**config.mk**
```make
export PLATFORM = sky130hd
export DESIGN_NAME = alu_seq_flat
export DESIGN_NICKNAME = d
export VERILOG_FILES = /design/src/rtl/alu_pkg.sv /design/src/rtl/alu_seq_if.sv /design/src/rtl/alu_muldiv_iter.sv /design/src/rtl/alu_seq.sv /design/src/flat_wrapper.sv
export SDC_FILE = /design/constraint.sdc
export NUM_CORES = 1
export LEC_CHECK = 0
export ABC_AREA = 1
export ABC_CLOCK_PERIOD_IN_PS = 2700
export BUFFER_PORTS_ARGS = -buffer_cell sky130_fd_sc_hd__buf_2
export CAP_MARGIN = 0
export CORE_ASPECT_RATIO = 1.4
export CORE_UTILIZATION = 55
export CTS_CLUSTER_DIAMETER = 50
export DETAILED_ROUTE_END_ITERATION = 6
export GPL_TIMING_DRIVEN = 0
export PLACE_DENSITY_LB_ADDON = 0.08
export SETUP_SLACK_MARGIN = 0.5
export SLEW_MARGIN = 20
export SYNTH_ARGS = -nofsm -noshare
export SYNTH_HDL_FRONTEND = slang
export SYNTH_SLANG_ARGS = --single-unit
```
**constraint.sdc**
```tcl
create_clock -name clock -period 2.7 [get_ports clock]
set_input_delay 0.135 -clock clock [delete_from_list [all_inputs] [get_ports clock]]
set_output_delay 0.135 -clock clock [all_outputs]
set_load 0.02 [all_outputs]
```
**src/rtl/alu_pkg.sv**
```systemverilog
// Shared op codes, status flags and FSM state encodings for the sequential ALU.
package alu_pkg;

  typedef enum logic [2:0] {
    OP_ADD = 3'd0,
    OP_SUB = 3'd1,
    OP_MUL = 3'd2,
    OP_DIV = 3'd3,
    OP_AND = 3'd4,
    OP_OR  = 3'd5,
    OP_NOT = 3'd6,
    OP_CMP = 3'd7
  } op_e;

  typedef enum logic [2:0] {
    FLAG_NONE      = 3'b000,
    FLAG_EQUAL     = 3'b001,
    FLAG_EXCEPTION = 3'b010,
    FLAG_OVERFLOW  = 3'b011,
    FLAG_UNDERFLOW = 3'b100,
    FLAG_ABOVE     = 3'b101
  } flag_e;

  typedef enum logic [1:0] {
    ST_IDLE = 2'd0,
    ST_RUN  = 2'd1,
    ST_DONE = 2'd2
  } state_e;

  // Signed overflow classification from operand and result sign bits.
  function automatic flag_e ovf_flag(input logic a_s, input logic b_s, input logic r_s,
                                     input logic is_sub);
    logic b_eff;
    b_eff = is_sub ? ~b_s : b_s;
    if (!a_s && !b_eff && r_s)      return FLAG_OVERFLOW;
    else if (a_s && b_eff && !r_s)  return FLAG_UNDERFLOW;
    else                            return FLAG_NONE;
  endfunction

endpackage

```
**src/rtl/alu_seq_if.sv**
```systemverilog
// Request/response bundle between the EX-stage control and the sequential ALU.
interface alu_seq_if import alu_pkg::*; #(parameter int WIDTH = 32) ();
  logic             start;
  op_e              op;
  logic [WIDTH-1:0] data_a;
  logic [WIDTH-1:0] data_b;
  logic             busy;
  logic             done;
  logic [WIDTH-1:0] result;
  logic [WIDTH-1:0] result_hi;
  flag_e            flag;

  modport master (output start, op, data_a, data_b,
                  input  busy, done, result, result_hi, flag);
  modport slave  (input  start, op, data_a, data_b,
                  output busy, done, result, result_hi, flag);
endinterface

```
**src/rtl/alu_muldiv_iter.sv**
```systemverilog
// Shared one-bit-per-cycle datapath: shift-add multiply and restoring divide.
module alu_muldiv_iter #(
  parameter int WIDTH = 32,
  parameter int CNT_W = $clog2(WIDTH) + 1
) (
  input  logic             clock,
  input  logic             reset,
  input  logic             go_i,
  input  logic             is_div_i,
  input  logic [WIDTH-1:0] a_i,
  input  logic [WIDTH-1:0] b_i,
  output logic             fin_o,
  output logic [WIDTH-1:0] hi_o,
  output logic [WIDTH-1:0] lo_o
);

  logic [WIDTH-1:0] acc_q, acc_d;
  logic [WIDTH-1:0] low_q, low_d;
  logic [WIDTH-1:0] opnd_q, opnd_d;
  logic [CNT_W-1:0] cnt_q, cnt_d;
  logic             is_div_q, is_div_d;

  logic [WIDTH:0] mul_sum;
  logic [WIDTH:0] div_rem;
  logic [WIDTH:0] div_try;

  always_comb begin
    acc_d    = acc_q;
    low_d    = low_q;
    opnd_d   = opnd_q;
    cnt_d    = cnt_q;
    is_div_d = is_div_q;
    mul_sum  = {1'b0, acc_q} + (low_q[0] ? {1'b0, opnd_q} : {(WIDTH+1){1'b0}});
    div_rem  = {acc_q, low_q[WIDTH-1]};
    div_try  = div_rem - {1'b0, opnd_q};

    if (go_i) begin
      acc_d    = '0;
      low_d    = a_i;
      opnd_d   = b_i;
      cnt_d    = CNT_W'(WIDTH);
      is_div_d = is_div_i;
    end else if (cnt_q != '0) begin
      cnt_d = cnt_q - CNT_W'(1);
      if (is_div_q) begin
        // Bit WIDTH of the trial subtraction is the borrow: set means restore.
        if (!div_try[WIDTH]) begin
          acc_d = div_try[WIDTH-1:0];
          low_d = {low_q[WIDTH-2:0], 1'b1};
        end else begin
          acc_d = div_rem[WIDTH-1:0];
          low_d = {low_q[WIDTH-2:0], 1'b0};
        end
      end else begin
        acc_d = mul_sum[WIDTH:1];
        low_d = {mul_sum[0], low_q[WIDTH-1:1]};
      end
    end
  end

  always_ff @(posedge clock) begin
    if (reset) begin
      acc_q    <= '0;
      low_q    <= '0;
      opnd_q   <= '0;
      cnt_q    <= '0;
      is_div_q <= 1'b0;
    end else begin
      acc_q    <= acc_d;
      low_q    <= low_d;
      opnd_q   <= opnd_d;
      cnt_q    <= cnt_d;
      is_div_q <= is_div_d;
    end
  end

  // Results are the post-step values so the caller can register them on the final step.
  assign fin_o = (cnt_q == CNT_W'(1));
  assign hi_o  = acc_d;
  assign lo_o  = low_d;

endmodule

```
**src/rtl/alu_seq.sv**
```systemverilog
// Multi-cycle EX-stage ALU: single-cycle logic/arith ops, iterative MUL/DIV.
// state   | meaning
// IDLE    | waiting for start
// RUN     | MUL/DIV iterating, busy=1
// DONE    | done=1 for one cycle; start here is accepted back-to-back
module alu_seq import alu_pkg::*; #(
  parameter int WIDTH = 32,
  parameter int CNT_W = $clog2(WIDTH) + 1
) (
  input  logic     clock,
  input  logic     reset,
  alu_seq_if.slave bus
);

  state_e           state_q, state_d;
  op_e              op_q, op_d;
  logic [WIDTH-1:0] result_q, result_d;
  logic [WIDTH-1:0] result_hi_q, result_hi_d;
  flag_e            flag_q, flag_d;

  logic             go;
  logic             fin;
  logic [WIDTH-1:0] iter_hi;
  logic [WIDTH-1:0] iter_lo;
  logic [WIDTH-1:0] sum;
  logic [WIDTH-1:0] diff;

  alu_muldiv_iter #(.WIDTH(WIDTH), .CNT_W(CNT_W)) u_iter (
    .clock    (clock),
    .reset    (reset),
    .go_i     (go),
    .is_div_i (bus.op == OP_DIV),
    .a_i      (bus.data_a),
    .b_i      (bus.data_b),
    .fin_o    (fin),
    .hi_o     (iter_hi),
    .lo_o     (iter_lo)
  );

  assign sum  = bus.data_a + bus.data_b;
  assign diff = bus.data_a - bus.data_b;

  always_comb begin
    state_d     = state_q;
    op_d        = op_q;
    result_d    = result_q;
    result_hi_d = result_hi_q;
    flag_d      = flag_q;
    go          = 1'b0;

    if (state_q == ST_RUN) begin
      if (fin) begin
        state_d     = ST_DONE;
        result_d    = iter_lo;
        result_hi_d = iter_hi;
        flag_d      = (op_q == OP_MUL && iter_hi != '0) ? FLAG_OVERFLOW : FLAG_NONE;
      end
    end else if (bus.start) begin
      op_d        = bus.op;
      state_d     = ST_DONE;
      result_hi_d = '0;
      flag_d      = FLAG_NONE;
      case (bus.op)
        OP_ADD: begin
          result_d = sum;
          flag_d   = ovf_flag(bus.data_a[WIDTH-1], bus.data_b[WIDTH-1], sum[WIDTH-1], 1'b0);
        end
        OP_SUB: begin
          result_d = diff;
          flag_d   = ovf_flag(bus.data_a[WIDTH-1], bus.data_b[WIDTH-1], diff[WIDTH-1], 1'b1);
        end
        OP_MUL: begin
          go          = 1'b1;
          state_d     = ST_RUN;
          result_hi_d = result_hi_q;
          flag_d      = flag_q;
        end
        OP_DIV: begin
          if (bus.data_b == '0) begin
            result_d    = '1;
            result_hi_d = bus.data_a;
            flag_d      = FLAG_EXCEPTION;
          end else begin
            go          = 1'b1;
            state_d     = ST_RUN;
            result_hi_d = result_hi_q;
            flag_d      = flag_q;
          end
        end
        OP_AND: result_d = bus.data_a & bus.data_b;
        OP_OR:  result_d = bus.data_a | bus.data_b;
        OP_NOT: result_d = ~bus.data_a;
        OP_CMP: begin
          result_d = '0;
          if (bus.data_a == bus.data_b)     flag_d = FLAG_EQUAL;
          else if (bus.data_a > bus.data_b) flag_d = FLAG_ABOVE;
          else                              flag_d = FLAG_NONE;
        end
        default: begin
          result_d = '0;
          flag_d   = FLAG_EXCEPTION;
        end
      endcase
    end else if (state_q == ST_DONE) begin
      state_d = ST_IDLE;
    end
  end

  always_ff @(posedge clock) begin
    if (reset) begin
      state_q     <= ST_IDLE;
      op_q        <= OP_ADD;
      result_q    <= '0;
      result_hi_q <= '0;
      flag_q      <= FLAG_NONE;
    end else begin
      state_q     <= state_d;
      op_q        <= op_d;
      result_q    <= result_d;
      result_hi_q <= result_hi_d;
      flag_q      <= flag_d;
    end
  end

  assign bus.busy      = (state_q == ST_RUN);
  assign bus.done      = (state_q == ST_DONE);
  assign bus.result    = result_q;
  assign bus.result_hi = result_hi_q;
  assign bus.flag      = flag_q;

endmodule

```
**src/flat_wrapper.sv**
```systemverilog
// flat-port wrapper written by rule: the top's interface ports become plain ports
module alu_seq_flat import alu_pkg::*;
#(
  parameter int WIDTH = 32,
  parameter int CNT_W = $clog2(WIDTH) + 1
)
  (clock, reset, bus_start, bus_op, bus_data_a, bus_data_b, bus_busy, bus_done, bus_result, bus_result_hi, bus_flag);
  alu_seq_if #(.WIDTH(WIDTH)) bus_i ();
  input  logic clock;
  input  logic reset;
  input wire logic [$bits(bus_i.start)-1:0] bus_start;
  input wire logic [$bits(bus_i.op)-1:0] bus_op;
  input wire logic [$bits(bus_i.data_a)-1:0] bus_data_a;
  input wire logic [$bits(bus_i.data_b)-1:0] bus_data_b;
  output wire logic [$bits(bus_i.busy)-1:0] bus_busy;
  output wire logic [$bits(bus_i.done)-1:0] bus_done;
  output wire logic [$bits(bus_i.result)-1:0] bus_result;
  output wire logic [$bits(bus_i.result_hi)-1:0] bus_result_hi;
  output wire logic [$bits(bus_i.flag)-1:0] bus_flag;
  assign bus_i.start = bus_start;
  assign bus_i.op = bus_op;
  assign bus_i.data_a = bus_data_a;
  assign bus_i.data_b = bus_data_b;
  assign bus_busy = bus_i.busy;
  assign bus_done = bus_i.done;
  assign bus_result = bus_i.result;
  assign bus_result_hi = bus_i.result_hi;
  assign bus_flag = bus_i.flag;
  alu_seq #(.WIDTH(WIDTH), .CNT_W(CNT_W)) u_core (.clock(clock), .reset(reset), .bus(bus_i));
endmodule
```
==> results of run 1 <==
## kinds of logic after synthesis
logic type               share of synthesized area (%)
buffers and inverters                            12.91
AND/OR/NAND/NOR                                  33.43
adder cells (fa/ha/maj)                          11.68
flip-flops                                       18.97
XOR/XNOR                                         1.233
AO/OA/AOI/OAI                                    21.78
## synthesized netlist by cell type (12+ instances only)
cell / count
a21o_1: 12
a21oi_1: 281
nor2_1: 294
a31oi_1: 18
nand3_1: 225
o211ai_1: 23
nand4_1: 34
xor2_1: 12
or2_2: 22
o22ai_1: 15
nand2_1: 835
o21ai_0: 295
dfxtp_1: 175
o21bai_1: 22
nor3_1: 25
clkbuf_1: 100
xnor2_1: 14
buf_2: 18
ha_1: 166
inv_1: 477
nor4_1: 14
## metal layers
layer  track usage [%]  GRT overflow
met1             65.97             0
met4             73.17            23
met3             44.25             0
met5             16.52             0
met2             90.70            16
## metrics by stage
step / hold WS, ps / instance area (um^2)
4_1_cts: 1.653 / 22640
3_5_place_dp: 447.3 / 19890
3_3_place_gp: 443.3 / 19890
2_1_floorplan: 283.9 / 18640
## timing repair
action,in CTS
hold buffers,1
pin swaps,102
cloned,1
buffers inserted,60
setup endpoints to repair,171
hold endpoints to repair,1
gates resized for setup,515
==> flow_results.xml, run 1 <==
<?xml version="1.0" encoding="UTF-8"?>
<metrics>
  <group name="outcome">
    <metric name="run_status" unit="">aborted with a tool error</metric>
    <metric name="flow.stopped_at" unit="">5_1_grt</metric>
    <metric name="firstError" unit="">[ERROR GRT-0232] Routing congestion too high. Check the congestion heatmap in the GUI.</metric>
  </group>
  <group name="die">
    <metric name="die_width" unit="um">156.9</metric>
    <metric name="top_level_ports" unit="">139</metric>
    <metric name="placement_rows" unit="">79</metric>
    <metric name="floorplan.die.height" unit="um">218.8</metric>
    <metric name="initial_utilization" unit="%">55.76</metric>
  </group>
  <group name="yosys">
    <metric name="post_synthesis_instance_area" unit="mm^2">0.01847</metric>
    <metric name="yosysTopAreaCell" unit="">dfxtp_1</metric>
    <metric name="synth_fp_nets" unit="">3445</metric>
    <metric name="number_of_synthesized_flops_with_an_enable_pin" unit="">0</metric>
    <metric name="synth-main-ff-cell" unit="">dfxtp_1</metric>
    <metric name="postSynth.asyncResetShare" unit="%">0</metric>
    <metric name="seq_area_frac_synth" unit="%">18.97</metric>
    <metric name="yosysUniqueCellTypes" unit="">49</metric>
    <metric name="yosys_warnings" unit="">0</metric>
    <metric name="synth.avg_cell_area" unit="um^2">5.761</metric>
    <metric name="synthDominantCellAreaShare" unit="%">18.97</metric>
    <metric name="ys_ff_latch" unit="">175</metric>
    <metric name="synthCells" unit="">3205</metric>
    <metric name="synth.top_cells.by_area" unit="">dfxtp_1, nand2_1, ha_1</metric>
  </group>
  <group name="placed_design">
    <metric name="dp_hpwl" unit="um">71120</metric>
    <metric name="place.gp.congestion" unit="">1.133</metric>
    <metric name="io_port_bufs" unit="">138</metric>
    <metric name="numPlacedInstances" unit="">3788</metric>
    <metric name="post-place-ws" unit="ps">-1050</metric>
  </group>
  <group name="sta">
    <metric name="worst_setup_endpoint_grt" unit="">u_core.bus.flag[0]$_SDFFE_PP0P_/D</metric>
    <metric name="worstEpCategory" unit="">sequential cell input</metric>
  </group>
  <group name="clock_network">
    <metric name="htreeDepth" unit="">4</metric>
    <metric name="cts-buffers-inserted" unit="">17</metric>
    <metric name="clock-root-buffer" unit="">clkbuf_16</metric>
    <metric name="cts_num_sinks" unit="">175</metric>
    <metric name="cts_buffer_depth" unit="">2</metric>
  </group>
  <group name="global_routing">
    <metric name="grt_max_degree" unit="">17</metric>
    <metric name="globalRouteOverflowTotal" unit="">39</metric>
    <metric name="grtUsageTotal" unit="%">67.90</metric>
  </group>
</metrics>
==> inputs of run 2 (changes only) <==
--- a/config.mk
+++ b/config.mk
@@ -6,16 +6,13 @@
 export NUM_CORES = 1
 export LEC_CHECK = 0
 export ABC_AREA = 1
-export ABC_CLOCK_PERIOD_IN_PS = 2700
+export ABC_CLOCK_PERIOD_IN_PS = 3500
 export BUFFER_PORTS_ARGS = -buffer_cell sky130_fd_sc_hd__buf_2
 export CAP_MARGIN = 0
-export CORE_ASPECT_RATIO = 1.4
-export CORE_UTILIZATION = 55
-export CTS_CLUSTER_DIAMETER = 50
+export CORE_UTILIZATION = 40
 export DETAILED_ROUTE_END_ITERATION = 6
 export GPL_TIMING_DRIVEN = 0
-export PLACE_DENSITY_LB_ADDON = 0.08
-export SETUP_SLACK_MARGIN = 0.5
+export PLACE_DENSITY_LB_ADDON = 0.15
 export SLEW_MARGIN = 20
 export SYNTH_ARGS = -nofsm -noshare
 export SYNTH_HDL_FRONTEND = slang
==> constraint.sdc (replaced) <==
create_clock -name clock -period 3.5 [get_ports clock]
set_input_delay 0.175 -clock clock [delete_from_list [all_inputs] [get_ports clock]]
set_output_delay 0.175 -clock clock [all_outputs]
set_load 0.02 [all_outputs]
==> run 2 against run 1 <==
  * Area after synthesis unchanged
  * Synthesized cell count unchanged
  * The flow now finishes without violations
==> flow_results.xml, run 2 <==
<?xml version="1.0" encoding="UTF-8"?>
<metrics>
  <group name="yosys">
    <metric name="seq_area_frac_synth" unit="%">18.97</metric>
    <metric name="postSynth.asyncResetShare" unit="%">0</metric>
    <metric name="synth_fp_nets" unit="">3445</metric>
    <metric name="synth-xor-area-share" unit="%">1.233</metric>
    <metric name="synth-main-ff-cell" unit="">dfxtp_1</metric>
    <metric name="main_combinational_cell_family_by_area_after_synthesis" unit="">simple AND/OR/NAND/NOR gates</metric>
    <metric name="post_synth_and_or_nand_nor_area_fraction" unit="%">33.43</metric>
    <metric name="post_synthesis_instance_area" unit="mm^2">0.01847</metric>
    <metric name="yosysTopAreaCell" unit="">dfxtp_1</metric>
    <metric name="synth.most_common_cell" unit="">nand2_1</metric>
    <metric name="ys_ff_latch" unit="">175</metric>
    <metric name="synth-adder-area-share" unit="%">11.68</metric>
    <metric name="synth_mux_area_share" unit="%">0</metric>
    <metric name="synthDominantCellAreaShare" unit="%">18.97</metric>
    <metric name="yosysUniqueCellTypes" unit="">49</metric>
    <metric name="number_of_synthesized_flops_with_an_enable_pin" unit="">0</metric>
    <metric name="yosys_warnings" unit="">0</metric>
    <metric name="synth_compound_area_share" unit="%">21.78</metric>
    <metric name="synth.top_cells.by_area" unit="">dfxtp_1, nand2_1, ha_1</metric>
    <metric name="synthCells" unit="">3205</metric>
    <metric name="synth.avg_cell_area" unit="um^2">5.761</metric>
    <metric name="synth.cells.most_frequent" unit="">nand2_1, inv_1, o21ai_0</metric>
  </group>
  <group name="die">
    <metric name="total_die_area" unit="mm^2">0.04703</metric>
    <metric name="top_level_ports" unit="">139</metric>
    <metric name="die_width" unit="um">216.9</metric>
    <metric name="core_footprint" unit="mm^2">0.04548</metric>
    <metric name="initial_utilization" unit="%">40.60</metric>
    <metric name="placement_rows" unit="">78</metric>
    <metric name="floorplan.die.height" unit="um">216.9</metric>
  </group>
  <group name="global_routing">
    <metric name="grt_pass1_vias" unit="">21270</metric>
    <metric name="grtUsageTotal" unit="%">35.95</metric>
    <metric name="grt_max_degree" unit="">20</metric>
    <metric name="antenna_found_initial" unit="">0</metric>
    <metric name="first_pass_grt_wire_length" unit="um">126800</metric>
    <metric name="globalRouteOverflowTotal" unit="">0</metric>
  </group>
  <group name="clock_network">
    <metric name="cts-buffers-inserted" unit="">17</metric>
    <metric name="cts.clk_slew.worst_paths" unit="ps">90</metric>
    <metric name="tritoncts_clock_tree" unit="">built</metric>
    <metric name="cts_num_sinks" unit="">175</metric>
    <metric name="insertion_delay" unit="ps">480</metric>
    <metric name="cts_buffer_depth" unit="">2</metric>
    <metric name="cts_hold_buf" unit="">0</metric>
    <metric name="htreeDepth" unit="">4</metric>
    <metric name="clock-root-buffer" unit="">clkbuf_16</metric>
  </group>
  <group name="sta">
    <metric name="tightest_slew" unit="ps">939.1</metric>
    <metric name="report.final.setup_viol" unit="">0</metric>
    <metric name="finClkSkew" unit="ps">19.45</metric>
    <metric name="final_min_period_over_clock_period" unit="%">98.42</metric>
    <metric name="relSlewSlack" unit="%">37.39</metric>
    <metric name="fin_ws" unit="ps">55.27</metric>
    <metric name="peak_clock_frequency_supported_by_timing" unit="MHz">290.3</metric>
    <metric name="finalMaxSlewViolations" unit="">0</metric>
    <metric name="finalHoldViolations" unit="">0</metric>
    <metric name="rsz0062_at_grt" unit="">true</metric>
    <metric name="final_period_demand_of_the_worst_path" unit="ps">3445</metric>
  </group>
  <group name="power_and_ir_drop">
    <metric name="power.total" unit="mW">12.94</metric>
    <metric name="irDropWorstVdd" unit="mV">0.4640</metric>
    <metric name="power.leakage" unit="nW">10.33</metric>
    <metric name="cellPowerDensity" unit="mW/mm^2">621.1</metric>
  </group>
  <group name="placed_design">
    <metric name="numPlacedInstances" unit="">3943</metric>
    <metric name="post-place-ws" unit="ps">-408.7</metric>
    <metric name="io_port_bufs" unit="">138</metric>
    <metric name="place.gp.congestion" unit="">1.050</metric>
    <metric name="dp_hpwl" unit="um">71510</metric>
    <metric name="post_dp_cell_area" unit="mm^2">0.01991</metric>
  </group>
  <group name="setup_path">
    <metric name="worstPathRequired" unit="ps">3830</metric>
    <metric name="critPathLaunchType" unit="">register</metric>
    <metric name="worst_setup_path_end_kind" unit="">register</metric>
    <metric name="critical_path.max_fanout" unit="">10</metric>
    <metric name="worst-endpoint-arrival" unit="ps">3780</metric>
    <metric name="critPathKind" unit="">reg2reg</metric>
  </group>
  <group name="final_layout">
    <metric name="layoutNonFillerInstCount" unit="">3984</metric>
    <metric name="area_delta_synth_final" unit="%">12.80</metric>
    <metric name="insertedDiodeCount" unit="">0</metric>
    <metric name="layout_cell_share_with_drive_strength_beyond_1" unit="%">8.895</metric>
    <metric name="fin_util" unit="%">45.80</metric>
    <metric name="layout.nets" unit="">3611</metric>
    <metric name="final_cell_mix" unit="">nand2_1, inv_1, o21ai_0, nor2_1, a21oi_1</metric>
    <metric name="mostFrequentLayoutCell" unit="">nand2_1</metric>
    <metric name="final_cell_area" unit="mm^2">0.02083</metric>
  </group>
  <group name="detailed_routing">
    <metric name="routedWlPerCell" unit="um">21.62</metric>
    <metric name="ant_nets" unit="">0</metric>
    <metric name="dr.pass1.iters" unit="">6</metric>
    <metric name="routed_via_density" unit="">5.620</metric>
    <metric name="initialDrtViolationCount" unit="">2176</metric>
    <metric name="routed-via-count" unit="">22390</metric>
    <metric name="drc" unit="">0</metric>
    <metric name="drt_wl_total" unit="um">86140</metric>
  </group>
  <group name="min_path">
    <metric name="type_of_the_tightest_min_delay_check" unit="">in2reg</metric>
  </group>
  <group name="outcome">
    <metric name="run_status" unit="">finished, final reports clean</metric>
  </group>
  <group name="job">
    <metric name="timing.max_cap.violations" unit="">0</metric>
  </group>
</metrics>
run 2: cell counts after synthesis:
No cell type changed its count.
run 2: repair_timing:
item | 4_1_cts | 5_1_grt
pin swaps | 0 | 10
endpoints found under the setup margin | 7 | 24
setup buffers | 0 | 9
gates cloned | 0 | 1
gates resized for setup | 17 | 56
run 2: cells by family after synthesis:
group	after synthesis
flip-flops	175
AND/OR/NAND/NOR	1482
adder cells (fa/ha/maj)	170
buffers and inverters	621
XOR/XNOR	26
AO/OA/AOI/OAI	731
run 2: layout make-up:
| type | count | area, um^2 |
|---|---|---|
| sequential | 175 | 3513 |
| buffer | 133 | 578.1 |
| inverter | 487 | 1832 |
| fill | 5041 | 24650 |
| multi-input combinational | 2410 | 12760 |
| clock buffer | 17 | 425.4 |
| timing repair buffer | 147 | 783.3 |
| tap | 600 | 750.7 |
| clock inverter | 15 | 186.4 |
run 2: report_power, final:
part           leakage, nW  switching [mW]  internal (mW)  total, mW
logic                 8.60            5.60           2.64       8.24
registers             1.44           0.342           2.31       2.65
clock network        0.297            1.01           1.03       2.05
run 2: final timing paths:
kind	start	endpoint	slack, ps	cells past startpoint
setup / recovery	u_core.u_iter.is_div_q	u_core.bus.result[18]	60	10
hold / removal	bus_op[1]	u_core.op_q[1]	20	3
setup reg to reg	u_core.u_iter.is_div_q	u_core.bus.result[18]	60	10
hold reg to reg	u_core.bus.result_hi[26]	u_core.bus.result_hi[26]	460	2
run 2: routing by layer:
metal  wire length, um  up-vias  global-route usage, %  share of wire (%)
met1             35510    10370                  45.05                 41
met2             40320     1075                  61.40                 47
li1                  -    10750                      -                  -
met5                 0        -                      0                  0
met4              4302        0                  17.77                5.0
met3              6007      206                  3.494                7.0
run 2: metrics by stage:
stage | hold slack, ps | TNS, ps
final | 24.32 | 0
after global routing | 64.69 | -53.21
after CTS | 7.488 | 0
after detailed placement | 455.7 | -9143
after global placement | 452.2 | -7097
after floorplan | 323.9 | 0
run 2: critical path: stages, from the launching register on:
cell and delay (ps):
dfxtp_1 310, clkbuf_1 580, buf_1 720, clkbuf_1 580, o21ai_0 210, nand2_1 100
o21ai_0 80, o21ai_0 350, o21ai_1 100, nand2_1 160, a21oi_1 80
(Power assumes the default switching activity.)
==> inputs of run 3 (changes only) <==
--- a/config.mk
+++ b/config.mk
@@ -11,9 +11,11 @@
 export CAP_MARGIN = 0
 export CORE_UTILIZATION = 40
 export DETAILED_ROUTE_END_ITERATION = 6
+export GPL_ROUTABILITY_DRIVEN = 1
 export GPL_TIMING_DRIVEN = 0
 export PLACE_DENSITY_LB_ADDON = 0.15
 export SLEW_MARGIN = 20
 export SYNTH_ARGS = -nofsm -noshare
 export SYNTH_HDL_FRONTEND = slang
+export SYNTH_HIERARCHICAL = 1
 export SYNTH_SLANG_ARGS = --single-unit
==> run 3 against run 2 <==
  * The run now ends with negative setup slack left
  * Critical endpoint is now u_core/bus.flag[0]
  * Register-to-register slack got worse by 420 ps
  * Critical path type unchanged
  * Clock power decreased by 10%
  * Clock skew decreased by 7.9 ps
  * Highest routed layer unchanged
==> flow_results.xml, run 3 <==
<?xml version="1.0" encoding="UTF-8"?>
<metrics>
  <group name="detailed_routing">
    <metric name="routed_via_density" unit="">5.404</metric>
    <metric name="dr.pass1.iters" unit="">6</metric>
    <metric name="drt_wl_total" unit="um">92950</metric>
    <metric name="initialDrtViolationCount" unit="">2038</metric>
    <metric name="ant_nets" unit="">0</metric>
    <metric name="drc" unit="">0</metric>
    <metric name="routedWlPerCell" unit="um">21.14</metric>
    <metric name="routed-via-count" unit="">23760</metric>
  </group>
  <group name="yosys">
    <metric name="main_combinational_cell_family_by_area_after_synthesis" unit="">simple AND/OR/NAND/NOR gates</metric>
    <metric name="yosysUniqueCellTypes" unit="">60</metric>
    <metric name="synth.avg_cell_area" unit="um^2">5.709</metric>
    <metric name="yosysTopAreaCell" unit="">nand2_1</metric>
    <metric name="synthDominantCellAreaShare" unit="%">17.95</metric>
    <metric name="ys_ff_latch" unit="">175</metric>
    <metric name="postSynth.asyncResetShare" unit="%">0</metric>
    <metric name="seq_area_frac_synth" unit="%">17.34</metric>
    <metric name="synth-xor-area-share" unit="%">0.9540</metric>
    <metric name="synth_compound_area_share" unit="%">20.70</metric>
    <metric name="post_synthesis_instance_area" unit="mm^2">0.02020</metric>
    <metric name="synth-main-ff-cell" unit="">dfxtp_1</metric>
    <metric name="number_of_synthesized_flops_with_an_enable_pin" unit="">0</metric>
    <metric name="synth.top_cells.by_area" unit="">nand2_1, dfxtp_1, inv_1</metric>
    <metric name="synth_fp_nets" unit="">3776</metric>
    <metric name="synth_mux_area_share" unit="%">0</metric>
    <metric name="synth-adder-area-share" unit="%">10.56</metric>
    <metric name="yosys_warnings" unit="">6</metric>
    <metric name="synthCells" unit="">3538</metric>
    <metric name="synth.most_common_cell" unit="">nand2_1</metric>
    <metric name="synth.cells.most_frequent" unit="">nand2_1, inv_1, a21oi_1</metric>
    <metric name="post_synth_and_or_nand_nor_area_fraction" unit="%">35.28</metric>
  </group>
  <group name="setup_path">
    <metric name="timing.rr.end" unit="">u_core/bus.flag[0]</metric>
    <metric name="worst-endpoint-arrival" unit="ps">4190</metric>
    <metric name="crit_end" unit="">u_core/bus.flag[0]</metric>
    <metric name="worstPathRequired" unit="ps">3820</metric>
    <metric name="critical_path.max_fanout" unit="">10</metric>
    <metric name="worst-r2r-cell-count" unit="">24</metric>
    <metric name="critPathLaunchType" unit="">register</metric>
    <metric name="setup.worst_path.start" unit="">u_core/u_iter/acc_q[3]</metric>
    <metric name="regToRegSetupSlack" unit="ps">-370</metric>
    <metric name="r2r_start" unit="">u_core/u_iter/acc_q[3]</metric>
    <metric name="worst_setup_path_end_kind" unit="">register</metric>
    <metric name="critPathKind" unit="">reg2reg</metric>
  </group>
  <group name="placed_design">
    <metric name="post-place-ws" unit="ps">-1568</metric>
    <metric name="place.gp.congestion" unit="">1.012</metric>
    <metric name="dp_hpwl" unit="um">77720</metric>
    <metric name="post_dp_cell_area" unit="mm^2">0.02171</metric>
    <metric name="io_port_bufs" unit="">136</metric>
  </group>
  <group name="clock_network">
    <metric name="cts-buffers-inserted" unit="">17</metric>
    <metric name="cts_buffer_depth" unit="">2</metric>
    <metric name="tritoncts_clock_tree" unit="">built</metric>
    <metric name="htreeDepth" unit="">4</metric>
    <metric name="cts.clk_slew.worst_paths" unit="ps">70</metric>
    <metric name="cts_num_sinks" unit="">175</metric>
    <metric name="insertion_delay" unit="ps">460</metric>
    <metric name="clock-root-buffer" unit="">clkbuf_16</metric>
    <metric name="cts_hold_buf" unit="">0</metric>
  </group>
  <group name="final_layout">
    <metric name="mostFrequentLayoutCell" unit="">nand2_1</metric>
    <metric name="layout.nets" unit="">3956</metric>
    <metric name="final_cell_area" unit="mm^2">0.02309</metric>
    <metric name="final_cell_mix" unit="">nand2_1, inv_1, nor2_1, a21oi_1, nand3_1</metric>
    <metric name="fin_util" unit="%">46.78</metric>
    <metric name="area_delta_synth_final" unit="%">14.31</metric>
    <metric name="layout_cell_share_with_drive_strength_beyond_1" unit="%">13.03</metric>
  </group>
  <group name="outcome">
    <metric name="violations" unit="">negative setup slack</metric>
    <metric name="run_status" unit="">finished, violations left</metric>
  </group>
  <group name="die">
    <metric name="top_level_ports" unit="">139</metric>
    <metric name="total_die_area" unit="mm^2">0.05140</metric>
    <metric name="placement_rows" unit="">81</metric>
    <metric name="core_footprint" unit="mm^2">0.04936</metric>
    <metric name="initial_utilization" unit="%">40.92</metric>
    <metric name="floorplan.die.height" unit="um">226.7</metric>
    <metric name="die_width" unit="um">226.7</metric>
  </group>
  <group name="job">
    <metric name="timing.max_cap.violations" unit="">0</metric>
  </group>
  <group name="global_routing">
    <metric name="grt_max_degree" unit="">17</metric>
    <metric name="grt_pass1_vias" unit="">22710</metric>
    <metric name="globalRouteOverflowTotal" unit="">0</metric>
    <metric name="grtUsageTotal" unit="%">35.89</metric>
    <metric name="first_pass_grt_wire_length" unit="um">135400</metric>
    <metric name="antenna_found_initial" unit="">0</metric>
  </group>
  <group name="sta">
    <metric name="rsz0062_at_grt" unit="">true</metric>
    <metric name="final_min_period_over_clock_period" unit="%">110.5</metric>
    <metric name="report.final.setup_viol" unit="">2</metric>
    <metric name="relSlewSlack" unit="%">31.99</metric>
    <metric name="finalHoldViolations" unit="">0</metric>
    <metric name="finClkSkew" unit="ps">11.50</metric>
    <metric name="fin_ws" unit="ps">-368.4</metric>
    <metric name="peak_clock_frequency_supported_by_timing" unit="MHz">258.5</metric>
    <metric name="tightest_slew" unit="ps">1009</metric>
    <metric name="finalMaxSlewViolations" unit="">0</metric>
    <metric name="final_period_demand_of_the_worst_path" unit="ps">3868</metric>
  </group>
  <group name="min_path">
    <metric name="type_of_the_tightest_min_delay_check" unit="">in2reg</metric>
  </group>
  <group name="power_and_ir_drop">
    <metric name="power.leakage" unit="nW">12.02</metric>
    <metric name="power.total" unit="mW">17.54</metric>
    <metric name="cellPowerDensity" unit="mW/mm^2">759.6</metric>
    <metric name="irDropWorstVdd" unit="mV">0.4870</metric>
  </group>
</metrics>
[run 3: changes by cell type after synthesis, sizes merged, moves of 26 or more]
cell,previous run,this run
a21oi,284,347
a32oi,1,32
and2,2,42
buf,34,67
clkbuf,100,71
inv,483,625
nand2,847,998
nor2,294,346
o211ai,23,49
o21ai,307,213
[run 3: power by group]
part	internal, mW	switching, mW	leakage [nW]
clock network	0.956	0.885	0.261
logic	4.45	8.37	10.3
registers	2.39	0.483	1.44
[run 3: logic make-up (layout without fill, tap and decap cells)]
kind of cell,after synthesis,count (layout)
AND/OR/NAND/NOR,1684,1684
buffers and inverters,769,962
AO/OA/AOI/OAI,720,720
flip-flops,175,175
adder cells (fa/ha/maj),168,168
XOR/XNOR,22,22
other,0,1
[run 3: layout make-up]
class                      instances  area (um^2)
antenna                            1        2.502
buffer                           138        737.0
clock buffer                      19        452.9
clock inverter                    13        102.6
fill                            5652        26270
inverter                         630         2367
multi-input combinational       2594        14160
sequential                       175         3526
tap                              664        830.8
timing repair buffer             162        913.4
[run 3: worst max-delay path, stage by stage (launching register included)]
cell and delay, ps:
dfxtp_1 530, ha_2 380, nand2_2 110, nor2_2 60, nand3_2 90, nand2_4 70, nand2_4 70, nand2_4 70
nand2_4 100, nand3_4 80, buf_4 160, clkbuf_4 180, nand3_1 90, nand3_1 130, nand2_1 140, nand2_1 70
nand2_2 90, inv_1 80, nor4_4 270, nand4_1 350, o211ai_1 280, buf_4 160, nand2_2 50, inv_2 40
a21oi_2 40
[run 3: stage by stage]
stage / TNS, ps / hold WS [ps] / cells
floorplan: 0 / 309.9 / 3538
global placement: -22370 / 451.1 / 4338
detailed placement: -25620 / 455.7 / 4338
CTS: -821.0 / 27.97 / 4383
global route: -1023 / 42.66 / 4395
finish: -734.4 / 51.12 / 4396
[run 3: worst min-delay path by stage]
| stage | from | end | slack (ps) | cells past startpoint |
|---|---|---|---|---|
| 5_1_grt | reset | u_core/bus.result[26] | 40 | 2 |
| 6_report | reset | u_core/bus.result[25] | 50 | 2 |
| 2_1_floorplan | bus_data_b[0] | u_core/u_iter/opnd_q[0] | 310 | 2 |
| 4_1_cts | reset | u_core/bus.result[25] | 30 | 2 |
| 3_3_place_gp | u_core/bus.result[20] | u_core/bus.result[20] | 450 | 2 |
| 3_5_place_dp | u_core/bus.result[6] | u_core/bus.result[6] | 460 | 2 |
[run 3: repair_timing]
item                       4_1_cts  5_1_grt
buffers inserted                13       11
cloned                           1        1
setup endpoints to repair       39        9
pin swaps                       23       27
resized for setup               54      105
[run 3: metal layers]
layer / global-route usage [%] / vias to the layer above / routed length, um
met3: 4.522 / 258 / 5615
li1: - / 11690 / -
met2: 60.53 / 892 / 43190
met1: 41.93 / 10920 / 37120
met5: 0 / - / 0
met4: 25.63 / 0 / 7025
